File: src/rtl/multi_pop_fifo_if.sv
//------------------------------------------------------------------------------
// Module      : multi_pop_fifo_if
// Description : Bundles the push and multi-pop signals of multi_pop_fifo.
//               The slave modport is the FIFO side; the master modport is
//               the side that pushes entries and allocates from the head.
//               Signals:
//                 wr_en, wr_data  - single push port
//                 full            - fill count equals depth
//                 rd_num          - entries to pop this cycle (0..MAX)
//                 rd_grant        - pop of rd_num accepted this cycle
//                 rd_data[i]      - entry at head + i (zero-latency peek)
//                 rd_valid[i]     - slot i holds a live entry
//                 empty, count    - occupancy status
// Revision    : 1.0 - initial release
//------------------------------------------------------------------------------
`timescale 1ns/1ps
`default_nettype none

interface multi_pop_fifo_if #(
   parameter int unsigned DATA_WIDTH             = 32,
   parameter int unsigned ADDR_WIDTH             = 4,
   parameter int unsigned MAX_NUM_OF_READS_WIDTH = 1,
   parameter int unsigned MAX_NUM_OF_READS       = 1 << MAX_NUM_OF_READS_WIDTH
) ();

   logic                                         wr_en;
   logic [DATA_WIDTH-1:0]                        wr_data;
   logic                                         full;
   logic [MAX_NUM_OF_READS_WIDTH:0]              rd_num;
   logic                                         rd_grant;
   logic [MAX_NUM_OF_READS-1:0][DATA_WIDTH-1:0]  rd_data;
   logic [MAX_NUM_OF_READS-1:0]                  rd_valid;
   logic                                         empty;
   logic [ADDR_WIDTH:0]                          count;

   modport slave (
      input  wr_en,
      input  wr_data,
      input  rd_num,
      output full,
      output rd_grant,
      output rd_data,
      output rd_valid,
      output empty,
      output count
   );

   modport master (
      output wr_en,
      output wr_data,
      output rd_num,
      input  full,
      input  rd_grant,
      input  rd_data,
      input  rd_valid,
      input  empty,
      input  count
   );

endinterface

`default_nettype wire

File: src/rtl/multi_pop_fifo.sv
//------------------------------------------------------------------------------
// Module      : multi_pop_fifo
// Description : Synchronous FIFO with one push port and a head window that
//               exposes and pops up to MAX_NUM_OF_READS entries per cycle.
//               Used as the rename free list: retirement returns tags one at
//               a time, rename peeks and allocates several per cycle.
//               Head reads are combinational peeks; pops commit on the clock
//               edge and are all-or-nothing. Memory can be preloaded with an
//               ascending sequence on reset.
// Ports       : clk   - rising-edge clock
//               reset - asynchronous, active-high; restores preload state
//               bus   - multi_pop_fifo_if.slave (push, pop, status)
// Revision    : 1.0 - initial release
//------------------------------------------------------------------------------
`timescale 1ns/1ps
`default_nettype none

module multi_pop_fifo #(
   parameter int unsigned          DATA_WIDTH               = 32,
   parameter int unsigned          ADDR_WIDTH               = 4,
   parameter int unsigned          MAX_NUM_OF_READS_WIDTH   = 1,
   parameter int unsigned          MAX_NUM_OF_READS         = 1 << MAX_NUM_OF_READS_WIDTH,
   parameter bit                   RESET_INITIAL_PUSH_EN    = 1'b1,
   parameter logic [DATA_WIDTH-1:0] RESET_INITIAL_PUSH_START = '0,
   parameter int unsigned          RESET_INITIAL_PUSH_COUNT = 0
) (
   input  wire logic          clk,
   input  wire logic          reset,
   multi_pop_fifo_if.slave    bus
);

   localparam int unsigned c_DEPTH = 1 << ADDR_WIDTH;

   // Preload length, saturated at the depth so an oversized count cannot
   // produce an occupancy the counter cannot represent.
   localparam int unsigned c_PRELOAD =
      !RESET_INITIAL_PUSH_EN               ? 0       :
      (RESET_INITIAL_PUSH_COUNT > c_DEPTH) ? c_DEPTH :
                                             RESET_INITIAL_PUSH_COUNT;

   localparam logic [ADDR_WIDTH:0]   c_FULL       = (ADDR_WIDTH+1)'(c_DEPTH);
   localparam logic [ADDR_WIDTH:0]   c_RST_FILL   = (ADDR_WIDTH+1)'(c_PRELOAD);
   // A full preload leaves the write pointer wrapped back to slot 0.
   localparam logic [ADDR_WIDTH-1:0] c_RST_WR_PTR = ADDR_WIDTH'(c_PRELOAD);

   //---------------------------------------------------------------------------
   // State
   //---------------------------------------------------------------------------
   logic [DATA_WIDTH-1:0]  r_mem [c_DEPTH];
   logic [ADDR_WIDTH-1:0]  r_wr_ptr;
   logic [ADDR_WIDTH-1:0]  r_rd_ptr;
   logic [ADDR_WIDTH:0]    r_fill;

   //---------------------------------------------------------------------------
   // Combinational control
   //---------------------------------------------------------------------------
   logic [MAX_NUM_OF_READS_WIDTH:0]             w_rd_num;
   logic                                        w_wr_acc;
   logic                                        w_rd_grant;
   logic [ADDR_WIDTH:0]                         w_pop_num;
   logic [ADDR_WIDTH:0]                         w_fill_next;
   logic [ADDR_WIDTH-1:0]                       w_rd_ptr_next;
   logic [ADDR_WIDTH-1:0]                       w_wr_ptr_next;
   logic [MAX_NUM_OF_READS-1:0][DATA_WIDTH-1:0] w_rd_data;
   logic [MAX_NUM_OF_READS-1:0]                 w_rd_valid;

   assign w_rd_num = bus.rd_num;

   always_comb begin
      w_wr_acc      = 1'b0;
      w_rd_grant    = 1'b0;
      w_pop_num     = '0;
      w_fill_next   = r_fill;
      w_rd_ptr_next = r_rd_ptr;
      w_wr_ptr_next = r_wr_ptr;

      // A push while full is dropped even if a pop frees space this cycle:
      // the freed slot is only known after the edge.
      w_wr_acc = bus.wr_en && (r_fill != c_FULL);

      // All-or-nothing pop: an out-of-range request or one larger than the
      // current occupancy is refused outright. Entries pushed this cycle are
      // not counted yet, so an empty FIFO never grants.
      w_rd_grant = (w_rd_num != '0)
                && (32'(w_rd_num) <= MAX_NUM_OF_READS)
                && (32'(w_rd_num) <= 32'(r_fill));

      // A granted rd_num never exceeds r_fill (<= depth), so narrowing it to
      // the occupancy width is lossless.
      if (w_rd_grant) begin
         w_pop_num = (ADDR_WIDTH+1)'(w_rd_num);
      end

      w_fill_next   = r_fill + (ADDR_WIDTH+1)'(w_wr_acc) - w_pop_num;
      w_rd_ptr_next = r_rd_ptr + w_pop_num[ADDR_WIDTH-1:0];
      w_wr_ptr_next = r_wr_ptr + ADDR_WIDTH'(w_wr_acc);
   end

   //---------------------------------------------------------------------------
   // Head window: slot i peeks at rd_ptr + i, wrapping modulo depth.
   // Slots beyond the occupancy still show whatever the memory holds.
   //---------------------------------------------------------------------------
   always_comb begin
      w_rd_data  = '0;
      w_rd_valid = '0;
      for (int unsigned i = 0; i < MAX_NUM_OF_READS; i++) begin
         w_rd_data[i]  = r_mem[r_rd_ptr + ADDR_WIDTH'(i)];
         w_rd_valid[i] = (i < 32'(r_fill));
      end
   end

   //---------------------------------------------------------------------------
   // Pointers and occupancy
   //---------------------------------------------------------------------------
   always_ff @(posedge clk or posedge reset) begin
      if (reset) begin
         r_wr_ptr <= c_RST_WR_PTR;
         r_rd_ptr <= '0;
         r_fill   <= c_RST_FILL;
      end else begin
         r_wr_ptr <= w_wr_ptr_next;
         r_rd_ptr <= w_rd_ptr_next;
         r_fill   <= w_fill_next;
      end
   end

   //---------------------------------------------------------------------------
   // Storage. Reset loads the ascending preload sequence so the free list
   // starts populated without a fill phase; slots past the preload clear.
   //---------------------------------------------------------------------------
   always_ff @(posedge clk or posedge reset) begin
      if (reset) begin
         for (int unsigned e = 0; e < c_DEPTH; e++) begin
            if (e < c_PRELOAD) begin
               r_mem[e] <= RESET_INITIAL_PUSH_START + DATA_WIDTH'(e);
            end else begin
               r_mem[e] <= '0;
            end
         end
      end else if (w_wr_acc) begin
         r_mem[r_wr_ptr] <= bus.wr_data;
      end
   end

   //---------------------------------------------------------------------------
   // Outputs
   //---------------------------------------------------------------------------
   assign bus.rd_grant = w_rd_grant;
   assign bus.rd_data  = w_rd_data;
   assign bus.rd_valid = w_rd_valid;
   assign bus.full     = (r_fill == c_FULL);
   assign bus.empty    = (r_fill == '0);
   assign bus.count    = r_fill;

endmodule

`default_nettype wire
File: src/flat_wrapper.sv
// flat-port wrapper written by rule: the top's interface ports become plain ports
module multi_pop_fifo_flat 
#(
   parameter int unsigned          DATA_WIDTH               = 32,
   parameter int unsigned          ADDR_WIDTH               = 4,
   parameter int unsigned          MAX_NUM_OF_READS_WIDTH   = 1,
   parameter int unsigned          MAX_NUM_OF_READS         = 1 << MAX_NUM_OF_READS_WIDTH,
   parameter bit                   RESET_INITIAL_PUSH_EN    = 1'b1,
   parameter logic [DATA_WIDTH-1:0] RESET_INITIAL_PUSH_START = '0,
   parameter int unsigned          RESET_INITIAL_PUSH_COUNT = 0
)
  (clk, reset, bus_wr_en, bus_wr_data, bus_rd_num, bus_full, bus_rd_grant, bus_rd_data, bus_rd_valid, bus_empty, bus_count);
  multi_pop_fifo_if #(.DATA_WIDTH(DATA_WIDTH), .ADDR_WIDTH(ADDR_WIDTH), .MAX_NUM_OF_READS_WIDTH(MAX_NUM_OF_READS_WIDTH), .MAX_NUM_OF_READS(MAX_NUM_OF_READS)) bus_i ();
  input  wire logic clk;
  input  wire logic reset;
  input wire logic [$bits(bus_i.wr_en)-1:0] bus_wr_en;
  input wire logic [$bits(bus_i.wr_data)-1:0] bus_wr_data;
  input wire logic [$bits(bus_i.rd_num)-1:0] bus_rd_num;
  output wire logic [$bits(bus_i.full)-1:0] bus_full;
  output wire logic [$bits(bus_i.rd_grant)-1:0] bus_rd_grant;
  output wire logic [$bits(bus_i.rd_data)-1:0] bus_rd_data;
  output wire logic [$bits(bus_i.rd_valid)-1:0] bus_rd_valid;
  output wire logic [$bits(bus_i.empty)-1:0] bus_empty;
  output wire logic [$bits(bus_i.count)-1:0] bus_count;
  assign bus_i.wr_en = bus_wr_en;
  assign bus_i.wr_data = bus_wr_data;
  assign bus_i.rd_num = bus_rd_num;
  assign bus_full = bus_i.full;
  assign bus_rd_grant = bus_i.rd_grant;
  assign bus_rd_data = bus_i.rd_data;
  assign bus_rd_valid = bus_i.rd_valid;
  assign bus_empty = bus_i.empty;
  assign bus_count = bus_i.count;
  multi_pop_fifo #(.DATA_WIDTH(DATA_WIDTH), .ADDR_WIDTH(ADDR_WIDTH), .MAX_NUM_OF_READS_WIDTH(MAX_NUM_OF_READS_WIDTH), .MAX_NUM_OF_READS(MAX_NUM_OF_READS), .RESET_INITIAL_PUSH_EN(RESET_INITIAL_PUSH_EN), .RESET_INITIAL_PUSH_START(RESET_INITIAL_PUSH_START), .RESET_INITIAL_PUSH_COUNT(RESET_INITIAL_PUSH_COUNT)) u_core (.clk(clk), .reset(reset), .bus(bus_i));
endmodule
File: config.mk
export PLATFORM = sky130hd
export DESIGN_NAME = multi_pop_fifo_flat
export DESIGN_NICKNAME = d
export VERILOG_FILES = /design/src/rtl/multi_pop_fifo_if.sv /design/src/rtl/multi_pop_fifo.sv /design/src/flat_wrapper.sv
export SDC_FILE = /design/constraint.sdc
export NUM_CORES = 1
export LEC_CHECK = 0
export ABC_AREA = 0
export BUFFER_PORTS_ARGS = -buffer_cell sky130_fd_sc_hd__buf_4
export CAP_MARGIN = 30
export CELL_PAD_IN_SITES_DETAIL_PLACEMENT = 0
export CELL_PAD_IN_SITES_GLOBAL_PLACEMENT = 1
export CORE_MARGIN = 8
export CORE_UTILIZATION = 35
export DETAILED_ROUTE_END_ITERATION = 12
export PLACE_DENSITY = 0.57
export RECOVER_POWER = 100
export SLEW_MARGIN = 0
export SYNTH_ARGS = -nofsm -noshare
export SYNTH_HDL_FRONTEND = slang
export SYNTH_SLANG_ARGS = --single-unit
export TNS_END_PERCENT = 50
File: constraint.sdc
create_clock -name clk -period 22.2 [get_ports clk]
set_input_delay 4.44 -clock clk [delete_from_list [all_inputs] [get_ports clk]]
set_output_delay 4.44 -clock clk [all_outputs]
set_load 0.005 [all_outputs]
==> run_results.csv <==
group,metric,value,unit
status,status,"finished with violations",
status,failed_checks,"capacitance limit, slew limit",
sta,rsz0062_at_grt,"no",
hold_path,hold-path-endpoint,"u_core.r_mem[86]$_DFFE_PP0P_",
sta,fin_crit,14.54,ns
floorplanning,coreArea,80000,sq um
yosys,ys_warn_count,0,
global_route,grt_usage,18.3,%
clocking,max-clock-path-buffers,3,
clocking,cts_htree_levels,2,
detailed_routing,wirelength,83300,um
yosys,synth_top_area_share,46.7,%
global_route,grt_pass1_wl,125000,um
clocking,tritoncts,"built",
yosys,synth_area_leaders,"dfrtp_1, mux2_2, mux4_2",
hold_path,worstHoldPathType,"reg2reg",
placed_design,port_buffers,110,
sta,setup_viol,0,
detailed_routing,drc,0,
clocking,clk_pin_slew,0.06,ns
sta,fin_tns_setup,0,ns
global_route,grt_max_degree,117,
critical_path,arrival,10.10,ns
detailed_routing,vias,17500,
hold_path,min_path_cells,1,
detailed_routing,vias_per_cell,5.68,
pwr,switching_share,37.5,%
sta,fin_ws,7.66,ns
finish,area_growth,12.2,%
clocking,cts_resized,0,
critical_path,regToRegSetupSlack,16.65,ns
pwr,powerDensity,186,nW/um^2
pwr,internal_power,0.00367,W
yosys,synth_edf_count,0,
finish,final_cells,3079,
critical_path,end_kind,"output port",
clocking,postCtsSetupBuffers,0,
floorplanning,die_x,300,um
yosys,synth_top_area_cell,"dfrtp_1",
finish,n_fill_cell,7543,
floorplanning,die_area,89800,sq um
placed_design,routabilityCongestion,0.756,
yosys,ys_seq_area_share,46.7,%
sta,finalMaxSlewViolations,1238,
sta,finClkSkew,0.0412,ns
detailed_routing,routedWlPerCell,27.0,um
yosys,post_synth.cell_area_avg,14.6,sq um
sta,tightest_slew,5.62,ns
yosys,syn-num-nets,1986,
pwr,total_leakage_power,13.4,nW
sta,maxSlewHeadroom,-274,%
global_route,gr-total-overflow,0,
critical_path,path_class,"reg2out",
global_route,grt_pass1_vias,18600,
critical_path,worstPathMaxFanout,53,
placed_design,dp_slack,12.29,ns
pwr,p_sw,0.00220,W
yosys,async_flop_share,100,%
detailed_routing,drt_iter0_drc,884,
floorplanning,io_pins,111,
hold_path,hp-start,"u_core.r_mem[86]$_DFFE_PP0P_",
pwr,ir_drop,0.105,mV
sta,hold_viol,0,
clocking,hold_buffers,0,
global_route,antenna_found_initial,2,
sta,period_share,65.5,%
clocking,clockRootBuffer,"clkbuf_16",
pwr,comb_power_share,51.6,%
critical_path,crit_required,17.76,ns
detailed_routing,drt_first_pass_iters,4,
floorplanning,die_h,300,um
finish,seqCellArea,13100,sq um
yosys,synth_cell_types,53,
critical_path,r2r-start,"u_core.bus.count[2]$_DFF_PP0_",
finish,drive_gt1_share,43.5,%
yosys,ys_ff_latch,525,
floorplanning,num_rows,104,
placed_design,hpwl,47800,um
yosys,syn_inst,1932,
yosys,synth-main-ff-cell,"dfrtp_1",
clocking,clock_latency,0.65,ns
run,maxCapViolCount,37,
finish,fin_nets,2021,
clocking,cts.sinks,525,
critical_path,reg2reg_to,"u_core.r_mem[109]$_DFFE_PP0P_",
floorplanning,initial_core_util,35.2,%
critical_path,cp-start-kind,"register",
clocking,cts_buffers,60,
placed_design,dp.cells,2963,
sta,clock.fmax,68.8,MHz
yosys,syn_area,28100,sq um
sta,holdWs,0.521,ns
pwr,power_frac_seq,30.8,%
detailed_routing,antenna_left,0,
critical_path,reg2reg_depth,7,
finish,multiInputGateArea,13700,sq um
pwr,clockPowerShare,17.5,%
[placed cells by master (no fill, tap or decap), types with 3 or more instances in the layout]
cell,netlist,final
inv_1,75,74
nor2b_1,5,4
clkbuf_16,0,60
nand2b_1,2,3
o21ai_0,33,34
mux2_1,20,50
clkbuf_4,0,49
clkbuf_1,82,63
mux4_2,192,192
ha_1,15,14
buf_4,0,54
a22oi_1,64,64
a21oi_1,5,5
clkinv_2,0,19
bufinv_16,0,5
nand2_1,37,38
a21o_1,3,3
a221oi_1,64,64
dfrtp_1,525,522
mux2_2,462,462
clkbuf_8,0,16
nor2_1,10,9
buf_16,0,4
xor2_1,5,5
mux2i_1,130,129
o221ai_1,32,32
[worst max-delay path, stage by stage, from the launching register on]
cell	delay, ns
dfrtp_1	2.24
clkbuf_1	2.41
clkbuf_1	1.39
clkbuf_1	2.11
mux4_2	0.71
a22oi_1	0.20
nand2_1	0.16
clkbuf_4	0.18
[cell usage after synthesis, types with 2 or more instances]
cell	n
clkbuf_1	82
xor2_1	5
a21o_1	3
dfrtp_1	525
xnor2_1	2
a221oi_1	64
mux2_1	20
nor2b_1	5
buf_6	11
a21oi_1	5
inv_1	75
fa_1	2
o21ai_0	33
nor3_1	2
mux2_4	30
nand2_1	37
mux2_2	462
nor4b_2	2
a22oi_1	64
nor2_1	10
mux2i_1	130
buf_12	3
nand3_1	2
buf_2	69
buf_1	22
ha_1	15
nand2b_1	2
or2_2	3
mux4_2	192
o221ai_1	32
[state kept, by name, indices dropped and copies added (netlist names)]
name              count
u_core.r_wr_ptr       4
u_core.bus.count      5
u_core.r_rd_ptr       4
u_core.r_mem        512
[layout make-up]
cell class,instances,share of cell area [%]
timing repair buffer,161,3.44
sequential,525,41.6
antenna,2,0.0158
inverter,76,0.907
clock buffer,85,5.56
clock inverter,27,0.958
tap,1060,4.20
multi-input combinational,1143,43.3
[stage by stage]
step / area, sq um / util [%] / total power (W)
after floorplan: 28100 / - / 0.00382
after global placement: 29800 / 37.3 / 0.00483
after detailed placement: 30000 / 37.5 / 0.00493
after CTS: 32000 / 40.0 / 0.00599
after global routing: 31600 / 39.5 / 0.00625
final: 31600 / 39.5 / 0.00587
[cells by family (layout without fill, tap and decap cells)]
group,after synthesis,in the layout,share of synthesized area (%)
other cells,0,2,0
compound gates,205,205,5.59
xor+xnor,7,7,0.218
buf+inv,264,349,4.30
flops,525,525,46.7
simple gates,80,80,1.54
fa+ha+maj,17,17,0.809
mux,834,834,40.9
[power by group through the flow]
stage	clock [W]	sequential (W)	combinational (W)
CTS	0.00106	0.00181	0.00312
detailed placement	0	0.00183	0.00311
global placement	0	0.00179	0.00304
finish	0.00103	0.00181	0.00303
floorplan	0	0.00166	0.00216
global route	0.00110	0.00188	0.00327
[worst max path at each step]
stage / from / endpoint / slack (ns)
6_report: u_core.r_rd_ptr[0]$_DFF_PP0_ / bus_rd_data[12] / 7.66
5_1_grt: reset / u_core.r_mem[258]$_DFFE_PP0P_ / 6.80
4_1_cts: bus_rd_num[1] / bus_rd_grant / 12.29
3_5_place_dp: bus_rd_num[1] / bus_rd_grant / 12.29
3_3_place_gp: bus_rd_num[1] / bus_rd_grant / 12.24
2_1_floorplan: reset / u_core.bus.count[0]$_DFF_PP0_ / 3.09
[layer usage]
layer  track usage (%)  vias to the layer above  wire length (um)
li1                  -                     7507                 -
met1              25.5                     9469             37800
met2              29.5                      398             39700
met3              2.90                      127              3590
met4              5.29                        0              2190
met5                 0                        -                 0
(Power assumes the default switching activity.)
